File: config.mk
export PLATFORM = sky130hd
export DESIGN_NAME = mem_pattern_master_flat
export DESIGN_NICKNAME = d
export VERILOG_FILES = /design/src/rtl/mem_pattern_master_pkg.sv /design/src/rtl/mem_pattern_master_if.sv /design/src/rtl/mem_pattern_master_pattern_gen.sv /design/src/rtl/mem_pattern_master.sv /design/src/flat_wrapper.sv
export SDC_FILE = /design/constraint.sdc
export NUM_CORES = 1
export LEC_CHECK = 0
export ABC_AREA = 0
export ABC_CLOCK_PERIOD_IN_PS = 4350
export CAP_MARGIN = 20
export CORE_AREA = 2 2 156 128
export DETAILED_ROUTE_END_ITERATION = 6
export DIE_AREA = 0 0 158 130
export GPL_TIMING_DRIVEN = 0
export PLACE_DENSITY_LB_ADDON = 0.08
export SYNTH_ARGS = -nofsm -noshare
export SYNTH_HDL_FRONTEND = slang
export SYNTH_SLANG_ARGS = --single-unit
File: constraint.sdc
create_clock -name clk -period 4.35 [get_ports clk]
set_input_delay 0.435 -clock clk [delete_from_list [all_inputs] [get_ports clk]]
set_output_delay 0.435 -clock clk [all_outputs]
set_load 0.02 [all_outputs]
File: src/rtl/mem_pattern_master_pkg.sv
`default_nettype none
// ============================================================================
//  Module      : mem_pattern_master_pkg
//  Description : Shared bus package for the memory pattern master. Holds the
//                default bus widths, control-bit positions and the FSM state
//                encoding used by the interface, the top and the testbench.
//  Revision    : 1.0 - initial release
// ============================================================================
package mem_pattern_master_pkg;

    localparam int c_BUS_WIDTH  = 32;
    localparam int c_CTRL_WIDTH = 8;

    // Control bit positions within ctrl_out
    localparam int c_CTRL_VALID = 0;   // address-phase valid
    localparam int c_CTRL_WRITE = 1;   // write transfer

    localparam int c_ADDR_WIDTH = 24;
    localparam int c_CNT_WIDTH  = 16;
    localparam int c_SEED_WIDTH = 32;

    typedef enum logic [3:0] {
        S_IDLE    = 4'd0,
        S_WR_REQ  = 4'd1,
        S_WR_ADDR = 4'd2,
        S_WR_DATA = 4'd3,
        S_WR_GAP  = 4'd4,
        S_RD_REQ  = 4'd5,
        S_RD_ADDR = 4'd6,
        S_RD_WAIT = 4'd7,
        S_RD_GAP  = 4'd8,
        S_DONE    = 4'd9
    } state_t;

endpackage
`default_nettype wire

File: src/rtl/mem_pattern_master_if.sv
`default_nettype none
// ============================================================================
//  Module      : mem_pattern_master_if
//  Description : Arbiter-side bus bundle of the pattern master.
//                master : drives req, bus_out, ctrl_out; receives ack,
//                         bus_in, ctrl_in, ready_in
//                slave  : the opposite directions (arbiter / memory model)
//  Revision    : 1.0 - initial release
// ============================================================================
interface mem_pattern_master_if
    import mem_pattern_master_pkg::*;
#(
    parameter int BUS_WIDTH  = c_BUS_WIDTH,
    parameter int CTRL_WIDTH = c_CTRL_WIDTH
) ();

    logic                  req;
    logic                  ack;
    logic [BUS_WIDTH-1:0]  bus_out;
    logic [CTRL_WIDTH-1:0] ctrl_out;
    logic [BUS_WIDTH-1:0]  bus_in;
    logic [CTRL_WIDTH-1:0] ctrl_in;
    logic                  ready_in;

    modport master (
        output req, bus_out, ctrl_out,
        input  ack, bus_in, ctrl_in, ready_in
    );

    modport slave (
        input  req, bus_out, ctrl_out,
        output ack, bus_in, ctrl_in, ready_in
    );

endinterface
`default_nettype wire

File: src/rtl/mem_pattern_master_pattern_gen.sv
`default_nettype none
// ============================================================================
//  Module      : pattern_gen
//  Description : Address/data generator for word index i of a test run.
//                addr = (base + i) mod 2^24, data = (seed + i) mod 2^32.
//  Ports       : i_base_addr, i_seed, i_index in; o_addr, o_data out
//  Revision    : 1.0 - initial release
// ============================================================================
module pattern_gen
    import mem_pattern_master_pkg::*;
(
    input  wire  [c_ADDR_WIDTH-1:0] i_base_addr,
    input  wire  [c_SEED_WIDTH-1:0] i_seed,
    input  wire  [c_CNT_WIDTH-1:0]  i_index,
    output logic [c_ADDR_WIDTH-1:0] o_addr,
    output logic [c_SEED_WIDTH-1:0] o_data
);

    // Natural modular wrap of the fixed-width adders gives the mod arithmetic
    assign o_addr = i_base_addr + c_ADDR_WIDTH'(i_index);
    assign o_data = i_seed + c_SEED_WIDTH'(i_index);

endmodule
`default_nettype wire

File: src/rtl/mem_pattern_master.sv
`default_nettype none
// ============================================================================
//  Module      : mem_pattern_master
//  Description : Memory test master. Writes an incrementing pattern to a range
//                of words through an arbitrated bus, reads it back, counts
//                mismatches and aborts on a slave that never completes.
//  Ports       : clk, rst                      clock / sync active-high reset
//                start, base_addr, count, seed run request and parameters
//                bus (master modport)          req/ack/bus/ctrl/ready_in
//                busy, done, pass, timeout     run status
//                err_count, first_err_addr     checker results
//  Revision    : 1.0 - initial release
// ============================================================================
module mem_pattern_master
    import mem_pattern_master_pkg::*;
#(
    parameter int BUS_WIDTH  = c_BUS_WIDTH,
    parameter int CTRL_WIDTH = c_CTRL_WIDTH,
    parameter int TIMEOUT    = 255
)
(
    input  wire                     clk,
    input  wire                     rst,
    input  wire                     start,
    input  wire  [c_ADDR_WIDTH-1:0] base_addr,
    input  wire  [c_CNT_WIDTH-1:0]  count,
    input  wire  [c_SEED_WIDTH-1:0] seed,
    mem_pattern_master_if.master    bus,
    output logic                    busy,
    output logic                    done,
    output logic                    pass,
    output logic                    timeout,
    output logic [c_CNT_WIDTH-1:0]  err_count,
    output logic [c_ADDR_WIDTH-1:0] first_err_addr
);

    localparam int c_TMR_WIDTH = (TIMEOUT < 2) ? 1 : $clog2(TIMEOUT + 1);

    state_t                  r_state;
    state_t                  w_next;
    logic [c_ADDR_WIDTH-1:0] r_base;
    logic [c_CNT_WIDTH-1:0]  r_count;
    logic [c_SEED_WIDTH-1:0] r_seed;
    logic [c_CNT_WIDTH-1:0]  r_index;
    logic [c_TMR_WIDTH-1:0]  r_tmr;
    logic [c_CNT_WIDTH-1:0]  r_err_count;
    logic [c_ADDR_WIDTH-1:0] r_first_err;
    logic                    r_pass;
    logic                    r_timeout;

    logic [c_ADDR_WIDTH-1:0] w_addr;
    logic [c_SEED_WIDTH-1:0] w_data;
    logic [BUS_WIDTH-1:0]    w_addr_bus;
    logic [BUS_WIDTH-1:0]    w_data_bus;
    logic                    w_last;
    logic                    w_tmr_exp;
    logic                    w_req;
    logic [BUS_WIDTH-1:0]    w_bus_out;
    logic [CTRL_WIDTH-1:0]   w_ctrl_out;
    logic                    w_unused_ctrl;

    pattern_gen u_pattern_gen (
        .i_base_addr (r_base),
        .i_seed      (r_seed),
        .i_index     (r_index),
        .o_addr      (w_addr),
        .o_data      (w_data)
    );

    assign w_addr_bus    = BUS_WIDTH'(w_addr);
    assign w_data_bus    = BUS_WIDTH'(w_data);
    assign w_last        = (r_index == (r_count - 16'd1));
    // Expires on the TIMEOUT-th consecutive cycle without ready_in
    assign w_tmr_exp     = (r_tmr == c_TMR_WIDTH'(TIMEOUT - 1));
    assign w_unused_ctrl = ^bus.ctrl_in;

    // ------------------------------------------------------------------
    // State register
    // ------------------------------------------------------------------
    always_ff @(posedge clk) begin
        if (rst) begin
            r_state <= S_IDLE;
        end else begin
            r_state <= w_next;
        end
    end

    // ------------------------------------------------------------------
    // Next state and bus outputs
    // ------------------------------------------------------------------
    always_comb begin
        w_next     = r_state;
        w_req      = 1'b0;
        w_bus_out  = '0;
        w_ctrl_out = '0;
        case (r_state)
            S_IDLE: begin
                if (start) begin
                    w_next = (count == 16'd0) ? S_DONE : S_WR_REQ;
                end
            end
            S_WR_REQ: begin
                w_req = 1'b1;
                if (bus.ack) w_next = S_WR_ADDR;
            end
            S_WR_ADDR: begin
                w_req                    = 1'b1;
                w_bus_out                = w_addr_bus;
                w_ctrl_out[c_CTRL_VALID] = 1'b1;
                w_ctrl_out[c_CTRL_WRITE] = 1'b1;
                w_next                   = S_WR_DATA;
            end
            S_WR_DATA: begin
                w_req                    = 1'b1;
                w_bus_out                = w_data_bus;
                w_ctrl_out[c_CTRL_WRITE] = 1'b1;
                if (bus.ready_in)   w_next = S_WR_GAP;
                else if (w_tmr_exp) w_next = S_DONE;
            end
            S_WR_GAP: begin
                w_next = w_last ? S_RD_REQ : S_WR_REQ;
            end
            S_RD_REQ: begin
                w_req = 1'b1;
                if (bus.ack) w_next = S_RD_ADDR;
            end
            S_RD_ADDR: begin
                w_req                    = 1'b1;
                w_bus_out                = w_addr_bus;
                w_ctrl_out[c_CTRL_VALID] = 1'b1;
                w_next                   = S_RD_WAIT;
            end
            S_RD_WAIT: begin
                w_req = 1'b1;
                if (bus.ready_in)   w_next = S_RD_GAP;
                else if (w_tmr_exp) w_next = S_DONE;
            end
            S_RD_GAP: begin
                w_next = w_last ? S_DONE : S_RD_REQ;
            end
            S_DONE: begin
                w_next = S_IDLE;
            end
            default: begin
                w_next = S_IDLE;
            end
        endcase
    end

    // ------------------------------------------------------------------
    // Run parameters, index, timeout counter and checker
    // ------------------------------------------------------------------
    always_ff @(posedge clk) begin
        if (rst) begin
            r_base      <= '0;
            r_count     <= '0;
            r_seed      <= '0;
            r_index     <= '0;
            r_tmr       <= '0;
            r_err_count <= '0;
            r_first_err <= '0;
            r_pass      <= 1'b0;
            r_timeout   <= 1'b0;
        end else begin
            case (r_state)
                S_IDLE: begin
                    if (start) begin
                        r_base      <= base_addr;
                        r_count     <= count;
                        r_seed      <= seed;
                        r_index     <= '0;
                        r_err_count <= '0;
                        r_first_err <= '0;
                        r_timeout   <= 1'b0;
                        // An empty run passes trivially; otherwise pass is
                        // decided after the last readback.
                        r_pass      <= (count == 16'd0);
                    end
                end
                S_WR_ADDR, S_RD_ADDR: begin
                    r_tmr <= '0;
                end
                S_WR_DATA, S_RD_WAIT: begin
                    if (!bus.ready_in) begin
                        r_tmr <= r_tmr + c_TMR_WIDTH'(1);
                        if (w_tmr_exp) r_timeout <= 1'b1;
                    end else if ((r_state == S_RD_WAIT) && (bus.bus_in != w_data_bus)) begin
                        if (r_err_count == 16'd0)    r_first_err <= w_addr;
                        if (r_err_count != 16'hFFFF) r_err_count <= r_err_count + 16'd1;
                    end
                end
                S_WR_GAP: begin
                    r_index <= w_last ? 16'd0 : (r_index + 16'd1);
                end
                S_RD_GAP: begin
                    if (w_last) r_pass <= (r_err_count == 16'd0);
                    else        r_index <= r_index + 16'd1;
                end
                default: begin
                end
            endcase
        end
    end

    assign bus.req        = w_req;
    assign bus.bus_out    = w_bus_out;
    assign bus.ctrl_out   = w_ctrl_out;
    assign busy           = (r_state != S_IDLE);
    assign done           = (r_state == S_DONE);
    assign pass           = r_pass;
    assign timeout        = r_timeout;
    assign err_count      = r_err_count;
    assign first_err_addr = r_first_err;

endmodule
`default_nettype wire

File: src/flat_wrapper.sv
// flat-port wrapper written by rule: the top's interface ports become plain ports
module mem_pattern_master_flat import mem_pattern_master_pkg::*;
#(
    parameter int BUS_WIDTH  = c_BUS_WIDTH,
    parameter int CTRL_WIDTH = c_CTRL_WIDTH,
    parameter int TIMEOUT    = 255
)
  (clk, rst, start, base_addr, count, seed, busy, done, pass, timeout, err_count, first_err_addr, bus_req, bus_bus_out, bus_ctrl_out, bus_ack, bus_bus_in, bus_ctrl_in, bus_ready_in);
  mem_pattern_master_if #(.BUS_WIDTH(BUS_WIDTH), .CTRL_WIDTH(CTRL_WIDTH)) bus_i ();
  input  wire clk;
  input  wire rst;
  input  wire start;
  input  wire  [c_ADDR_WIDTH-1:0] base_addr;
  input  wire  [c_CNT_WIDTH-1:0] count;
  input  wire  [c_SEED_WIDTH-1:0] seed;
  output logic busy;
  output logic done;
  output logic pass;
  output logic timeout;
  output logic [c_CNT_WIDTH-1:0] err_count;
  output logic [c_ADDR_WIDTH-1:0] first_err_addr;
  output wire logic [$bits(bus_i.req)-1:0] bus_req;
  output wire logic [$bits(bus_i.bus_out)-1:0] bus_bus_out;
  output wire logic [$bits(bus_i.ctrl_out)-1:0] bus_ctrl_out;
  input wire logic [$bits(bus_i.ack)-1:0] bus_ack;
  input wire logic [$bits(bus_i.bus_in)-1:0] bus_bus_in;
  input wire logic [$bits(bus_i.ctrl_in)-1:0] bus_ctrl_in;
  input wire logic [$bits(bus_i.ready_in)-1:0] bus_ready_in;
  assign bus_req = bus_i.req;
  assign bus_bus_out = bus_i.bus_out;
  assign bus_ctrl_out = bus_i.ctrl_out;
  assign bus_i.ack = bus_ack;
  assign bus_i.bus_in = bus_bus_in;
  assign bus_i.ctrl_in = bus_ctrl_in;
  assign bus_i.ready_in = bus_ready_in;
  mem_pattern_master #(.BUS_WIDTH(BUS_WIDTH), .CTRL_WIDTH(CTRL_WIDTH), .TIMEOUT(TIMEOUT)) u_core (.clk(clk), .rst(rst), .start(start), .base_addr(base_addr), .count(count), .seed(seed), .bus(bus_i), .busy(busy), .done(done), .pass(pass), .timeout(timeout), .err_count(err_count), .first_err_addr(first_err_addr));
endmodule
==> results of run 1 <==
[cell families (layout without fill, tap and decap cells)]
family,after synthesis,count (layout),share of synthesized area
and+or+nand+nor,537,537,0.263
DFF,142,142,0.287
other,1,6,0.000379
muxes,19,19,0.0201
adders and majority gates,40,40,0.0521
buffers and inverters,112,331,0.0485
AOI/OAI and AO/OA,332,332,0.223
xor gates and xnor gates,112,112,0.105
[registers in the layout, indices dropped and copies added, names as in the netlist]
| signal | count |
|---|---|
| u_core.r_seed | 32 |
| u_core.first_err_addr | 24 |
| u_core.r_base | 24 |
| u_core.err_count | 16 |
| u_core.r_count | 16 |
| u_core.r_index | 16 |
| u_core.r_tmr | 8 |
| u_core.r_state | 4 |
| u_core.pass | 1 |
| u_core.timeout | 1 |
[power by group]
part | total, mW | internal [mW] | switching [mW]
registers | 1.45 | 1.38 | 0.0734
clock network | 1.54 | 0.883 | 0.654
logic | 1.05 | 0.420 | 0.633
total | 4.04 | 2.68 | 1.36
[what timing repair did]
item	CTS	global route
pin swaps	0	4
resized for setup	14	28
endpoints found under the setup margin	54	60
hold buffers	0	0
cloned	0	0
buffers inserted	0	3
[critical path: stages, from the launching register on]
cell,delay [ns]
dfxtp_1,0.44
ha_1,0.35
clkbuf_1,0.30
nand4_1,0.21
nor2_1,0.15
o21ba_2,0.26
a21o_4,0.21
o21ai_0,0.16
or3_1,0.39
a21oi_1,0.27
clkdlybuf4s50_1,0.66
[cell type report]
| class | count | area (µm²) | share of cell area |
|---|---|---|---|
| Multi-Input combinational cell | 1046 | 6700 | 0.520 |
| Sequential cell | 142 | 2860 | 0.222 |
| Timing Repair Buffer | 190 | 1900 | 0.148 |
| Clock buffer | 18 | 439 | 0.0341 |
| Buffer | 88 | 390 | 0.0303 |
| Tap cell | 264 | 330 | 0.0257 |
| Clock inverter | 14 | 175 | 0.0136 |
| Inverter | 21 | 78.8 | 0.00612 |
[per-stage QoR]
stage                     hold WS [ns]  setup WS, ns  TNS, ns  cell area, µm²
after floorplan                  0.440         0.584        0            9920
after global placement           0.447        -0.291    -4.76           12100
after detailed placement         0.451        -0.292    -4.72           12100
after CTS                        0.459        0.0119        0           12800
after global routing             0.477       -0.0119  -0.0306           12900
final                            0.458        0.0936        0           12900
[cells in the mapped netlist, types with 16 or more instances]
cell type,n,area share
o22ai_1,21,0.013
xnor2_1,46,0.041
nand2_1,208,0.079
clkbuf_1,73,0.028
nand3_1,29,0.015
a21oi_1,130,0.066
nor3_1,35,0.018
a31o_1,16,0.014
inv_1,21,0.0080
nand2b_1,18,0.011
nor2b_1,18,0.011
ha_1,38,0.048
and3_1,36,0.023
xor2_1,62,0.055
o21ai_0,38,0.019
dfxtp_1,142,0.29
nor2_1,95,0.036
nand4_1,26,0.016
[path summary, 6_finish.rpt]
kind,from,to,slack (ns),cells past startpoint
worst max-delay path,u_core.r_index[10],bus_bus_out[27],0.09,10
worst min-delay path,u_core.r_seed[9],u_core.r_seed[9],0.46,2
worst max register to register,u_core.r_index[10],u_core.first_err_addr[19],0.10,13
worst min register to register,u_core.r_seed[9],u_core.r_seed[9],0.46,2
[per-layer routing]
layer / part of all wire / GRT usage / up-vias / wire [µm]
li1: - / - / 5075 / -
met4: 0.022 / 0.0949 / 0 / 748
met2: 0.43 / 0.501 / 477 / 14900
met3: 0.088 / 0.0681 / 48 / 3020
met1: 0.46 / 0.473 / 5011 / 15600
met5: 0 / 0 / - / 0
[placed cells by master (no fill, tap or decap), types with 6 or more instances in the layout]
cell and n:
nor4_1 14, a32o_1 8, o21a_1 9, o211ai_1 10
and3_1 36, a21o_1 15, a31o_1 16, nor2b_1 18
xnor2_1 45, inv_1 21, clkbuf_1 70, dfxtp_1 131
clkdlybuf4s50_1 181, nand2_1 208, xor2_1 61, o311a_1 8
nand4_1 26, clkbuf_16 17, nor3_1 34, nor4b_1 15
dfxtp_2 10, ha_1 38, nor2_1 94, o2111ai_1 10
nand3_1 28, o22ai_1 21, o21ai_1 8, o21ai_0 32
and2_1 6, a31oi_1 10, a21oi_1 127, and4_1 8
nand2b_1 18, conb_1 6, mux2i_1 12, buf_4 12
or3_1 7
==> impl_metrics.yaml, run 1 <==
logic_synthesis:
  async_flop_share: 0
  synth-seq-area-share: 0.287
  synth_edf_count: 0
  ys_warn_count: 0
  syn_area_um2: 9900
  synthFlopType: "dfxtp_1"
  netlist_instances: 1295
  synth-seq-cells: 142
  synth_cell_types: 82
  syn_avg_cell_area_um2: 7.64
setup_path:
  crit_type: "reg2out"
  arrival_ns: 3.82
  endpoint_kind: "primary output"
  crit_fanout: 8
  cp.required_ns: 3.91
  cp-start-kind: "flop"
final_layout:
  final_nets: 1663
  drive_gt1_frac: 0.0645
  final_cells: 1783
  final_util: 0.669
  area_delta_synth_final_pct: 30.0
  num-fill-cells: 1716
  antenna_cells: 0
die:
  initial_core_util: 0.515
  die_height_um: 130
  dieArea_um2: 20500
  rows: 46
  ios: 202
  coreArea_um2: 19200
  die_w_um: 158
clocking:
  clkTransAtPathRegs_ns: 0.06
  cts.sink_count: 142
  clock_latency_ns: 0.44
  cts_tree: "built"
  h-tree-depth: 4
  root_buffer: "clkbuf_16"
  cts_buffer_depth: 2
  numCtsBuffers: 17
sta:
  clock_skew_ns: 0.0121
  min_period_over_period: 0.978
  finalCriticalPeriod_ns: 4.26
  fmax_mhz: 235
  tightest_slew_ns: 0.826
  slew_violations: 0
  finalSetupViolCount: 0
  hold_violations: 0
  maxSlewHeadroom: 0.450
global_route:
  grtUsageTotal: 0.329
  antenna_found_initial: 0
  grt_pass1_vias: 9318
  grt_max_degree: 17
  overflow: 0
  grt_pass1_wl_um: 51700
place:
  dp.cells: 1751
  gp_congestion: 1.00
  hpwl_um: 26700
  port_buffers: 187
drt:
  post_drt_wl_per_cell_um: 19.3
  ant_nets: 0
  firstDrtPassIters: 5
  drtIter0Drc: 1109
  drc: 0
  wl_um: 34300
  vias: 10611
  via_per_inst: 5.95
power_and_ir_drop:
  p_leak_nw: 5.04
  powerDensity_nw_per_um2: 314
  p_total_mw: 4.04
  ir_drop_mv: 0.235
worst_hold_path:
  hold_class: "reg2reg"
status:
  status: "finished clean"
job:
  drv_cap: 0
(Power assumes the default switching activity.)
==> run 2, diff against run 1 <==
--- a/config.mk
+++ b/config.mk
@@ -16,3 +16,4 @@
 export SYNTH_ARGS = -nofsm -noshare
 export SYNTH_HDL_FRONTEND = slang
 export SYNTH_SLANG_ARGS = --single-unit
+export TNS_END_PERCENT = 30
==> results of run 2 <==
Final layout, timing and power as in run 1 (identical DEF).
